<file path="config.mk">
export PLATFORM = sky130hd
export DESIGN_NAME = router_pkt_fifo
export DESIGN_NICKNAME = d
export VERILOG_FILES = /design/src/rtl/router_pkg.sv /design/src/rtl/router_fifo_mem.sv /design/src/rtl/router_pkt_fifo.sv
export SDC_FILE = /design/constraint.sdc
export NUM_CORES = 1
export LEC_CHECK = 0
export ABC_AREA = 1
export BUFFER_PORTS_ARGS = -buffer_cell sky130_fd_sc_hd__buf_2
export CORE_MARGIN = 4
export CORE_UTILIZATION = 63
export CTS_CLUSTER_SIZE = 8
export DETAILED_ROUTE_END_ITERATION = 8
export GPL_TIMING_DRIVEN = 0
export PLACE_DENSITY = 0.81
export SYNTH_ARGS = -nofsm -noshare
export SYNTH_HDL_FRONTEND = slang
export SYNTH_SLANG_ARGS = --single-unit
</file>
<file path="constraint.sdc">
create_clock -name clock -period 3.5 [get_ports clock]
set_input_delay 0.7 -clock clock [delete_from_list [all_inputs] [get_ports clock]]
set_output_delay 0.7 -clock clock [all_outputs]
set_load 0.1 [all_outputs]
</file>
<file path="src/rtl/router_pkg.sv">
// Shared constants, helper function and storage-word type for the router egress FIFO.
package router_pkg;

    localparam int DATA_W_DEF   = 8;
    localparam int LEN_LSB_DEF  = 2;
    // Header byte layout: {payload length, destination address}
    localparam int ADDR_FIELD_W = LEN_LSB_DEF;

    function automatic int clog2(input int value);
        int result;
        result = 0;
        while ((1 << result) < value) begin
            result++;
        end
        return result;
    endfunction

    typedef struct packed {
        logic                  hdr;
        logic [DATA_W_DEF-1:0] data;
    } fifo_word_t;

endpackage

</file>
<file path="src/rtl/router_fifo_mem.sv">
// Simple dual-port register array: one write port, one registered read port
// plus a combinational view of the word at the read address.
module router_fifo_mem #(
    parameter int WORD_W = 9,
    parameter int DEPTH  = 16,
    parameter int AW     = 4
) (
    input  logic              clock,
    input  logic              clear,
    input  logic              wr_en,
    input  logic [AW-1:0]     wr_addr,
    input  logic [WORD_W-1:0] wr_data,
    input  logic              rd_en,
    input  logic [AW-1:0]     rd_addr,
    output logic [WORD_W-1:0] rd_peek,
    output logic [WORD_W-1:0] rd_data
);

    logic [WORD_W-1:0] mem [DEPTH];

    always_ff @(posedge clock) begin
        if (wr_en) begin
            mem[wr_addr] <= wr_data;
        end
    end

    assign rd_peek = mem[rd_addr];

    // The array itself is never cleared; only the output register is.
    always_ff @(posedge clock) begin
        if (clear) begin
            rd_data <= '0;
        end else if (rd_en) begin
            rd_data <= rd_peek;
        end
    end

endmodule

</file>
<file path="src/rtl/router_pkt_fifo.sv">
// Packet-aware egress FIFO: stores a header flag per word and tracks how many
// payload/parity bytes of the current packet are still to be read.
module router_pkt_fifo
    import router_pkg::*;
#(
    parameter int DATA_W   = DATA_W_DEF,
    parameter int DEPTH    = 16,
    parameter int AF_LEVEL = DEPTH - 2,
    parameter int AE_LEVEL = 2,
    parameter int LEN_LSB  = LEN_LSB_DEF
) (
    input  logic                   clock,
    input  logic                   resetn,
    input  logic                   soft_reset,
    input  logic                   write_en,
    input  logic                   hdr_in,
    input  logic [DATA_W-1:0]      data_in,
    input  logic                   read_en,
    output logic [DATA_W-1:0]      data_out,
    output logic                   hdr_out,
    output logic                   rd_valid,
    output logic                   pkt_busy,
    output logic                   full,
    output logic                   empty,
    output logic                   almost_full,
    output logic                   almost_empty,
    output logic [clog2(DEPTH):0]  count,
    output logic                   overflow,
    output logic                   underflow
);

    localparam int AW      = clog2(DEPTH);
    localparam int CW      = AW + 1;
    localparam int FIELD_W = DATA_W - LEN_LSB;
    localparam int LEN_W   = FIELD_W + 1;
    localparam logic [CW-1:0] AF_THRESH = CW'(AF_LEVEL);
    localparam logic [CW-1:0] AE_THRESH = CW'(AE_LEVEL);

    typedef struct packed {
        logic              hdr;
        logic [DATA_W-1:0] data;
    } word_t;

    logic [CW-1:0]    wr_ptr;
    logic [CW-1:0]    rd_ptr;
    logic             flush;
    logic             do_write;
    logic             do_read;
    word_t            wr_word;
    word_t            rd_word;
    word_t            peek_word;
    logic [LEN_W-1:0] pkt_cnt;
    logic [LEN_W-1:0] pkt_cnt_next;

    assign flush = !resetn || soft_reset;

    // Pointers carry an extra wrap bit so full and empty are distinguishable.
    assign full         = (wr_ptr[AW-1:0] == rd_ptr[AW-1:0]) && (wr_ptr[AW] != rd_ptr[AW]);
    assign empty        = (wr_ptr == rd_ptr);
    assign count        = wr_ptr - rd_ptr;
    assign almost_full  = (count >= AF_THRESH);
    assign almost_empty = (count <= AE_THRESH);

    assign do_write = write_en && !full && !flush;
    assign do_read  = read_en && !empty && !flush;

    assign wr_word  = '{hdr: hdr_in, data: data_in};
    assign data_out = rd_word.data;
    assign hdr_out  = rd_word.hdr;

    router_fifo_mem #(
        .WORD_W (DATA_W + 1),
        .DEPTH  (DEPTH),
        .AW     (AW)
    ) u_mem (
        .clock   (clock),
        .clear   (flush),
        .wr_en   (do_write),
        .wr_addr (wr_ptr[AW-1:0]),
        .wr_data (wr_word),
        .rd_en   (do_read),
        .rd_addr (rd_ptr[AW-1:0]),
        .rd_peek (peek_word),
        .rd_data (rd_word)
    );

    // A header reload always wins, so a truncated packet is silently replaced.
    always_comb begin
        pkt_cnt_next = pkt_cnt;
        if (do_read) begin
            if (peek_word.hdr) begin
                pkt_cnt_next = {1'b0, peek_word.data[DATA_W-1:LEN_LSB]} + LEN_W'(1);
            end else if (pkt_cnt != '0) begin
                pkt_cnt_next = pkt_cnt - LEN_W'(1);
            end
        end
    end

    always_ff @(posedge clock) begin
        if (flush) begin
            wr_ptr    <= '0;
            rd_ptr    <= '0;
            rd_valid  <= 1'b0;
            overflow  <= 1'b0;
            underflow <= 1'b0;
            pkt_cnt   <= '0;
            pkt_busy  <= 1'b0;
        end else begin
            if (do_write) begin
                wr_ptr <= wr_ptr + CW'(1);
            end
            if (do_read) begin
                rd_ptr <= rd_ptr + CW'(1);
            end
            rd_valid  <= do_read;
            overflow  <= write_en && full;
            underflow <= read_en && empty;
            pkt_cnt   <= pkt_cnt_next;
            pkt_busy  <= (pkt_cnt_next != '0);
        end
    end

endmodule

</file>
### Word-level counts from Yosys, hierarchy flattened

Memory sizes are Yosys's and may differ from the RTL's. A register that Yosys moved wholly into a read port is not among the register bits.
Index checks and enable logic that the tools add are counted.

| storage, ports and cells | value |
|---|---|
| flip-flop bits (word level) | 30 |
| memory bits (writable) | 144 |
| bits of input ports | 14 |
| output and inout port bits | 22 |
| logic and storage cells | 40 |
| memories | 1 |

| operators by class | value |
|---|---|
| add/subtract/negate cells | 5 |
| order comparisons | 2 |
| equal/unequal tests | 3 |
| mux-type cells | 7 |
| reduce and logical (&&, ||, !) cells | 14 |

Memory list:

| name | words | width | read ports | clocked after Yosys merged registers in | wr ports | line | text |
|---|---|---|---|---|---|---|---|
| u_mem.mem | 16 | 9 | 1 | 1 | 1 | router_fifo_mem.sv:19 | `logic [WORD_W-1:0] mem [DEPTH];` |

Operators by type and width:

| operator | number |
|---|---|
| two-way mux 7 bit | 3 |
| nonzero test 7 bit | 2 |
| adder 5 x 1 -> 5 bit (second input constant) | 2 |
| two-way mux 4 bit | 2 |
| adder 6 x 1 -> 7 bit (second input constant) | 1 |
| logical AND 1 bit | 7 |
| subtractor 7 x 1 -> 7 bit (second input constant) | 1 |
| equality test 5 bit | 1 |
| greater-or-equal comparator 5 x 4 -> 1 bit (second input constant) | 1 |
| <= comparator 5 x 2 -> 1 bit (second input constant) | 1 |
| subtractor 5 bit | 1 |
| equality test 4 bit | 1 |
| zero test 1 bit | 4 |
| two-way mux 1 bit | 2 |
| logical OR 1 bit | 1 |
| inequality test 1 bit | 1 |

### Logic depth before layout (Yosys ltp)

Gate-level depths: netlist of run 1.

| logic depth | value |
|---|---|
| depth in word-level cells | 7 |
| depth in mapped cells | 19 |
| depth with buffers taken out | 18 |

### Cells and area by module

Synthesis of run 1 repeated with hierarchy kept, for this count alone.

| unflattened totals | value |
|---|---|
| cells, all modules | 867 |
| area, all modules | 8031.5 sq um |

Modules (own cells, without submodules):

| module | times used | cells an instance | area each (sq um) | sequential area each (sq um) |
|---|---|---|---|---|
| router_fifo_mem | 1 | 645 | 6582.6 | 4504.3 |
| router_pkt_fifo | 1 | 222 | 1448.9 | 420.4 |

### Worst setup path after synthesis of run 1

No wires, ideal clock.

| path | value |
|---|---|
| path kind | flip-flop to output port |
| start point | reg wr_ptr[0] |
| end point | out almost_empty |
| arrival | 6.491 ns |
| required time | 2.800 ns |
| setup slack | -3.691 ns |
| cell stages (with the launch flop) | 10 |
| buffers on the path | 0 |
| cell sequence | dfxtp_1 -> inv_1 -> ha_1 -> inv_1 -> fa_1 -> nand3_1 -> nand2_1 -> xnor2_1 -> inv_1 -> a2111oi_0 |

| between the ends | value |
|---|---|
| word-level cells in the longest chain between the ends | 2 |

RTL lines:

| item | line | text |
|---|---|---|
| start: declaration | router_pkt_fifo.sv:44 | `logic [CW-1:0] wr_ptr;` |
| start signal: assignment | router_pkt_fifo.sv:110 | `wr_ptr <= wr_ptr + CW'(1);` |
| subtractor 5 bit | router_pkt_fifo.sv:60 | `assign count = wr_ptr - rd_ptr;` |
| named net count[4] | router_pkt_fifo.sv:27 | `output logic [clog2(DEPTH):0] count,` |
| <= comparator 5 x 2 -> 1 bit | router_pkt_fifo.sv:62 | `assign almost_empty = (count <= AE_THRESH);` |
| end: declaration | router_pkt_fifo.sv:26 | `output logic almost_empty,` |

The timed path passes the listed nets, and every way through them passes these cells.

### Final worst setup path of run 1

| path | value |
|---|---|
| start point | reg wr_ptr[0] |
| end point | out almost_empty |

| between the ends | value |
|---|---|
| word-level cells in the longest chain between the ends | 2 |

RTL lines:

| item | line |
|---|---|
| subtractor 5 bit | router_pkt_fifo.sv:60 |
| <= comparator 5 x 2 -> 1 bit | router_pkt_fifo.sv:62 |

No other way between the ends.

==> results of run 1 <==
==> per-stage QoR <==
| stage | utilization [%] | cells | power [W] | cell area [um^2] |
|---|---|---|---|---|
| 2_1_floorplan | - | 777 | 0.00242 | 7830 |
| 3_3_place_gp | 67.9 | 980 | 0.00246 | 8220 |
| 3_5_place_dp | 67.9 | 980 | 0.00246 | 8220 |
| 4_1_cts | 72.6 | 1012 | 0.00428 | 8800 |
| 5_1_grt | 72.7 | 1012 | 0.00439 | 8810 |
| 6_report | 72.7 | 1012 | 0.00427 | 8810 |
==> power by group <==
part           leakage (nW)  internal (W)  switching (W)  total, W
Sequential             1.57       0.00229     0.00000280   0.00229
Clock                 0.291       0.00108       0.000771   0.00185
Combinational          1.75     0.0000275       0.000101  0.000129
==> layout make-up <==
| class | instances | area, um^2 |
|---|---|---|
| timing repair buffer | 35 | 178 |
| inverter | 93 | 349 |
| clock buffer | 23 | 500 |
| buffer | 32 | 198 |
| sequential | 178 | 5000 |
| fill | 859 | 3300 |
| tap | 168 | 210 |
| multi-input combinational | 474 | 2290 |
| clock inverter | 9 | 77.6 |
==> worst min-delay path: stages (launching register included) <==
cell and delay [ns]:
dfxtp_1 0.31, nand2_1 0.06, a21oi_1 0.06
==> state kept, by name (all words and copies together), names as in the netlist, named ones only <==
| signal | cells |
|---|---|
| wr_ptr | 5 |
| pkt_busy | 1 |
| u_mem.rd_data | 9 |
| rd_valid | 1 |
| pkt_cnt | 7 |
| overflow | 1 |
| underflow | 1 |
| rd_ptr | 5 |
| u_mem.mem | 144 |
==> what timing repair did <==
| item | CTS | global route |
|---|---|---|
| buffers inserted | 0 | 0 |
| resized for setup | 0 | 4 |
| setup endpoints to repair | 0 | 1 |
==> cells in the mapped netlist <==
| library cell | number | share of area [%] |
|---|---|---|
| and3_1 | 1 | 0.080 |
| nor2_1 | 74 | 3.5 |
| buf_6 | 5 | 0.72 |
| edfxtp_1 | 144 | 55 |
| o221ai_1 | 4 | 0.45 |
| buf_2 | 17 | 1.1 |
| o21ai_1 | 7 | 0.45 |
| nand2_1 | 183 | 8.8 |
| inv_1 | 85 | 4.1 |
| nor3_4 | 1 | 0.21 |
| nand3_2 | 1 | 0.13 |
| nand4_1 | 7 | 0.56 |
| or2_2 | 3 | 0.24 |
| nor3_2 | 1 | 0.13 |
| clkinv_1 | 2 | 0.096 |
| o21ai_0 | 44 | 2.8 |
| nor4_1 | 1 | 0.080 |
| or2_1 | 1 | 0.080 |
| a2111oi_0 | 2 | 0.22 |
| a21oi_1 | 15 | 0.96 |
| xnor2_1 | 3 | 0.34 |
| fa_1 | 1 | 0.26 |
| inv_2 | 6 | 0.29 |
| buf_4 | 5 | 0.48 |
| or2_0 | 1 | 0.080 |
| nand3_1 | 83 | 5.3 |
| clkbuf_1 | 5 | 0.24 |
| xor2_1 | 5 | 0.56 |
| o22ai_1 | 10 | 0.80 |
| nor3_1 | 3 | 0.19 |
| ha_1 | 12 | 1.9 |
| dfxtp_1 | 34 | 8.7 |
| nand2_2 | 5 | 0.40 |
| nand4_2 | 1 | 0.16 |
| nand3b_1 | 1 | 0.096 |
| a31oi_1 | 4 | 0.32 |
==> per-layer routing <==
metal,track usage (%),vias to the layer above
li1,-,2718
met1,37.0,2784
met2,46.2,356
met3,6.46,64
met4,12.0,0
met5,0,-
==> worst max-delay path by stage <==
stage,startpoint,endpoint,slack (ns),depth (start not counted)
6_report,wr_ptr[0],almost_empty,0.25,10
5_1_grt,wr_ptr[0],almost_empty,0.07,10
4_1_cts,wr_ptr[0],almost_empty,0.08,10
3_5_place_dp,soft_reset,u_mem.mem[3][5],0.21,8
3_3_place_gp,soft_reset,u_mem.mem[3][5],0.27,8
2_1_floorplan,wr_ptr[0],almost_empty,-3.69,9
==> cells by family after synthesis <==
family	share of synthesized area, %
adders and majority gates	2.17
and+or+nand+nor	20.0
buffers and inverters	6.98
AOI/OAI and AO/OA	6.01
DFF	63.9
xor gates and xnor gates	0.895
==> out/qor.yml, run 1 <==
cts_buffer_depth: 2
final.setup.tns_ns: 0
nets: 858
die-area_mm2: 0.0143
cp-end-kind: "primary output"
drive_gt1_share_pct: 13.2
grt_setup_unrepaired: "false"
post-route-period-util_pct: 92.9
report.final.hold_viol_count: 0
drt_iter0_drc: 914
min_to: "u_mem.rd_data[8]"
syn_nets: 804
rr_worst_depth: 8
yosysSeqAreaShare_pct: 63.9
wl_per_cell_um: 19.3
hpwl_um: 12200
layout_common_cells: "nand2_1 (183), edfxtp_1 (144), inv_1 (85), nand3_1 (83), nor2_1 (73)"
path_buf_inv: 4
first_pass_iters: 7
wl_met3_um: 1940
crit_top_cell: "inv_1"
skew_ns: 0.00826
slew_headroom_pct: 8.53
vias: 5922
syn_to_final_growth_pct: 12.4
cts_hold_buf: 0
worst_pin_slew_ns: 1.37
critical_path_class: "register to primary output"
reg2reg_setup_slack_ns: 0.37
hold_ws_ns: 0.476
routed_via_density: 5.85
hp-class: "register to register"
setup_viol: 0
outcome: "finished, final reports clean"
clk_latency_ns: 0.43
cts.sinks: 178
setup_ws_ns: 0.247
initial_utilization_pct: 64.7
cellPowerDensity_mw_per_mm2: 485
first_global_vias: 5824
clock.fmax_mhz: 307
worst_path_max_delay_cell: "fa_1"
maxCapViolCount: 0
min_period_ns: 3.25
io_buffers: 35
r2r-start: "wr_ptr[2]"
antenna_cells: 0
die_h_um: 120
hold_path_depth: 2
num_rows: 40
h-tree-depth: 4
ys_ff_latch: 178
ant_nets: 0
synth_cells: 777
cts_buffers: 17
path_clk_slew_ns: 0.06
grt_overflow: 0
leakage_nw: 3.61
preCtsSetupSlack_ns: 0.214
final_common_cell: "nand2_1"
grt_max_degree: 17
wl_um: 19500
wl_met2_um: 9440
min-delay-start: "u_mem.rd_data[8]"
arrival_ns: 2.55
crit_required_ns: 2.80
antenna_found_initial: 0
peakVddDrop_uv: 381
path_cells: "inv_1 -> ha_1 -> inv_1 -> fa_1 -> nand3_1 -> nand2_1 -> xnor2_1 -> inv_1 -> a2111oi_2 -> buf_4"
fp.coreArea_mm2: 0.0121
synthDistinctLibCells: 36
r2r-end: "u_mem.mem[3][1]"
track_usage_pct: 28.4
postSynthAreaPerCell_um2: 10.1
chipWidth_um: 120
mappedNetlistArea_mm2: 0.00783
gp_congestion: 0.910
cp_max_fo: 5
drc: 0
crit_family: "buffers and inverters"
grt_pass1_wl_um: 30700
cts_tree: "built"
top_layer_used: "met4"
root_buffer: "clkbuf_16"
wl_met1_um: 7490
ios: 36
crit_path_start_kind: "register"
slew_viol_final: 0
critPathMaxStageDelay_ns: 0.40
synth.yosys.warnings: 0
No activity file was read; power rests on OpenSTA's default activity.
==> inputs of run 2 (changes only) <==
- ABC_AREA: 1 -> not set
- PLACE_DENSITY: 0.81 -> 0.82
==> run 2 against run 1 <==
First-iteration DRC count down 51%. Critical path depth down 2. Combinational power down 31%. Via count down 32%. Register-to-register slack worse by 0.05 ns. Core utilization up 3.0 points. Cell count down 37%. Sequential share of layout area up 3.1 points. Highest routed layer unchanged.
==> out/qor.yml, run 2 <==
outcome: "finished, final reports clean"  # unchanged
clk_latency_ns: 0.42  # was 0.43 ns
rr_worst_depth: 7  # was 8
report.final.hold_viol_count: 0  # unchanged
synth.most_common_cell: "edfxtp_1"  # was nand2_1
first_pass_iters: 5  # was 7
clock.fmax_mhz: 300  # was 307 MHz
synth_area_leaders: "edfxtp_1 (60%), mux4_2 (12%), dfxtp_1 (9.4%), ha_1 (2.1%), nor2_1 (1.8%)"  # was edfxtp_1 (55%), nand2_1 (8.8%), dfxtp_1 (8.7%), nand3_1 (5.3%), inv_1 (4.1%)
top_register: "u_mem.mem"  # unchanged
antenna_found_initial: 0  # unchanged
drt_iter0_drc: 448  # was 914
drive_gt1_share_pct: 27.9  # was 13.2%
final.setup.tns_ns: 0  # unchanged
ant_nets: 0  # unchanged
r2r-end: "u_mem.mem[7][8]"  # was u_mem.mem[3][1]
slew_headroom_pct: 20.7  # was 8.53%
grt_overflow: 0  # unchanged
final_util_pct: 75.7  # was 72.7%
mappedNetlistArea_mm2: 0.00723  # was 0.00783 mm^2
antenna_cells: 0  # unchanged
r2r-start: "rd_ptr[3]"  # was wr_ptr[2]
largest_reg_flops: 144  # unchanged
routed_via_density: 6.29  # was 5.85
synth.top_cells.by_count: "edfxtp_1 (144), mux4_2 (40), nor2_1 (35), dfxtp_1 (34), nand2_1 (29)"  # was nand2_1 (183), edfxtp_1 (144), inv_1 (85), nand3_1 (83), nor2_1 (74)
min-delay-start: "u_mem.rd_data[4]"  # was u_mem.rd_data[8]
min_period_ns: 3.33  # was 3.25 ns
cts_tree: "built"  # unchanged
synth_cells: 430  # was 777
gp_congestion: 0.832  # was 0.910
vias: 4034  # was 5922
chipWidth_um: 115  # was 120 um
hpwl_um: 9460  # was 12200 um
root_buffer: "clkbuf_16"  # unchanged
yosysSeqAreaShare_pct: 69.2  # was 63.9%
grt_pass1_wl_um: 23500  # was 30700 um
cellPowerDensity_mw_per_mm2: 534  # was 485 mW/mm^2
wl_um: 15200  # was 19500 um
io_buffers: 35  # unchanged
worst_pin_slew_ns: 1.19  # was 1.37 ns
crit_required_ns: 2.80  # about the same
min_to: "u_mem.rd_data[4]"  # was u_mem.rd_data[8]
nets: 515  # was 858
die-area_mm2: 0.0133  # was 0.0143 mm^2
fp.coreArea_mm2: 0.0110  # was 0.0121 mm^2
hold_path_depth: 2  # unchanged
postSynthAreaPerCell_um2: 16.8  # was 10.1 um^2
leakage_nw: 2.82  # was 3.61 nW
yosys.area.top_type_share_pct: 59.8  # was 55.2%
synth.yosys.warnings: 0  # unchanged
num_rows: 38  # was 40
grt_max_degree: 17  # unchanged
slew_viol_final: 0  # unchanged
cp-startpoint: "rd_ptr[0]"  # was wr_ptr[0]
preCtsSetupSlack_ns: 0.107  # was 0.214 ns
path_clk_slew_ns: 0.06  # about the same
post-route-period-util_pct: 95.2  # was 92.9%
final_common_cell: "edfxtp_1"  # was nand2_1
setup_viol: 0  # unchanged
reg2reg_setup_slack_ns: 0.32  # was 0.37 ns
post_cts_buffers: 0  # unchanged
synthDistinctLibCells: 55  # was 36
p_total_w: 0.00446  # was 0.00427 W
first_global_vias: 4046  # was 5824
arrival_ns: 2.63  # was 2.55 ns
synthArstFlopShare_pct: 0  # unchanged
cts_hold_buf: 0  # unchanged
drc: 0  # unchanged
syn_nets: 457  # was 804
synth_edf_count: 144  # unchanged
critical_path_class: "register to primary output"  # unchanged
setup_ws_ns: 0.169  # was 0.247 ns
cts_buffer_depth: 2  # unchanged
peakVddDrop_uv: 484  # was 381 uV
largestRegisters: "u_mem.mem (144), u_mem.rd_data (9), pkt_cnt (7)"  # unchanged
synth_ff_type: "edfxtp_1"  # unchanged
final_cell_area_mm2: 0.00835  # was 0.00881 mm^2
h-tree-depth: 4  # unchanged
skew_ns: 0.00905  # was 0.00826 ns
layout_common_cells: "edfxtp_1 (144), mux4_2 (40), buf_2 (37), dfxtp_1 (33)"  # was nand2_1 (183), edfxtp_1 (144), inv_1 (85), nand3_1 (83), nor2_1 (73)
wl_per_cell_um: 23.7  # was 19.3 um
hp-class: "register to register"  # unchanged
crit_path_start_kind: "register"  # unchanged
cp_max_fo: 4  # was 5
cp-end-kind: "primary output"  # unchanged
cts_resized: 0  # unchanged
die_h_um: 115  # was 120 um
track_usage_pct: 25.0  # was 28.4%
initial_utilization_pct: 65.6  # was 64.7%
maxCapViolCount: 0  # unchanged
placed_area_mm2: 0.00769  # was 0.00822 mm^2
ios: 36  # unchanged
cts_buffers: 17  # unchanged
syn_to_final_growth_pct: 15.5  # was 12.4%
yosys.area.top_type: "edfxtp_1"  # unchanged
ys_ff_latch: 178  # unchanged
cts.sinks: 178  # unchanged
[run 2: critical path, cell delays in order, from the launching register on]
cell and delay (ns):
dfxtp_1 0.41, ha_1 0.17, inv_1 0.06, fa_2 0.35, a21o_1 0.21, a21oi_4 0.19, xnor2_4 0.10, a2111oi_1 0.36
buf_4 0.36
[run 2: metal layers]
metal  global-route usage (%)  wire length [um]
met1                     33.9              5820
met2                     40.3              7960
met3                     6.32              1170
met4                     8.29               262
met5                        0                 0
[run 2: worst max-delay path by stage]
stage / endpoint / cells after the start
floorplan: almost_empty / 8
global placement: u_mem.mem[3][7] / 6
detailed placement: u_mem.mem[15][1] / 6
CTS: wr_ptr[4] / 9
global route: almost_empty / 9
finish: almost_empty / 8
[run 2: layout make-up]
type | count | area [um^2]
inverters | 11 | 41.3
multi-input cells | 224 | 2170
clock inverters | 12 | 211
plain buffers | 17 | 97.6
clock buffers | 20 | 437
flip-flops and latches | 178 | 5010
fillers | 633 | 2680
repair buffers | 39 | 219
well taps | 140 | 175
[run 2: cell families (layout without fill, tap and decap cells)]
logic type | after synthesis | in the layout | share of synthesized area (%)
compound gates | 43 | 43 | 4.46
xor+xnor | 15 | 15 | 1.82
fa+ha+maj | 13 | 13 | 2.35
buf+inv | 28 | 99 | 1.92
flops | 178 | 178 | 69.2
mux | 43 | 43 | 12.9
simple gates | 110 | 110 | 7.40
[run 2: per-stage QoR]
| stage | instances | hold slack, ns |
|---|---|---|
| global placement | 605 | 0.440 |
| finish | 641 | 0.450 |
| detailed placement | 609 | 0.443 |
| floorplan | 430 | 0.522 |
| global route | 641 | 0.481 |
| CTS | 641 | 0.453 |
[run 2: power breakdown]
group / internal (W) / switching [W]
clock network: 0.00133 / 0.000749
registers: 0.00229 / 0.00000200
logic: 0.0000226 / 0.0000661
total: 0.00364 / 0.000817
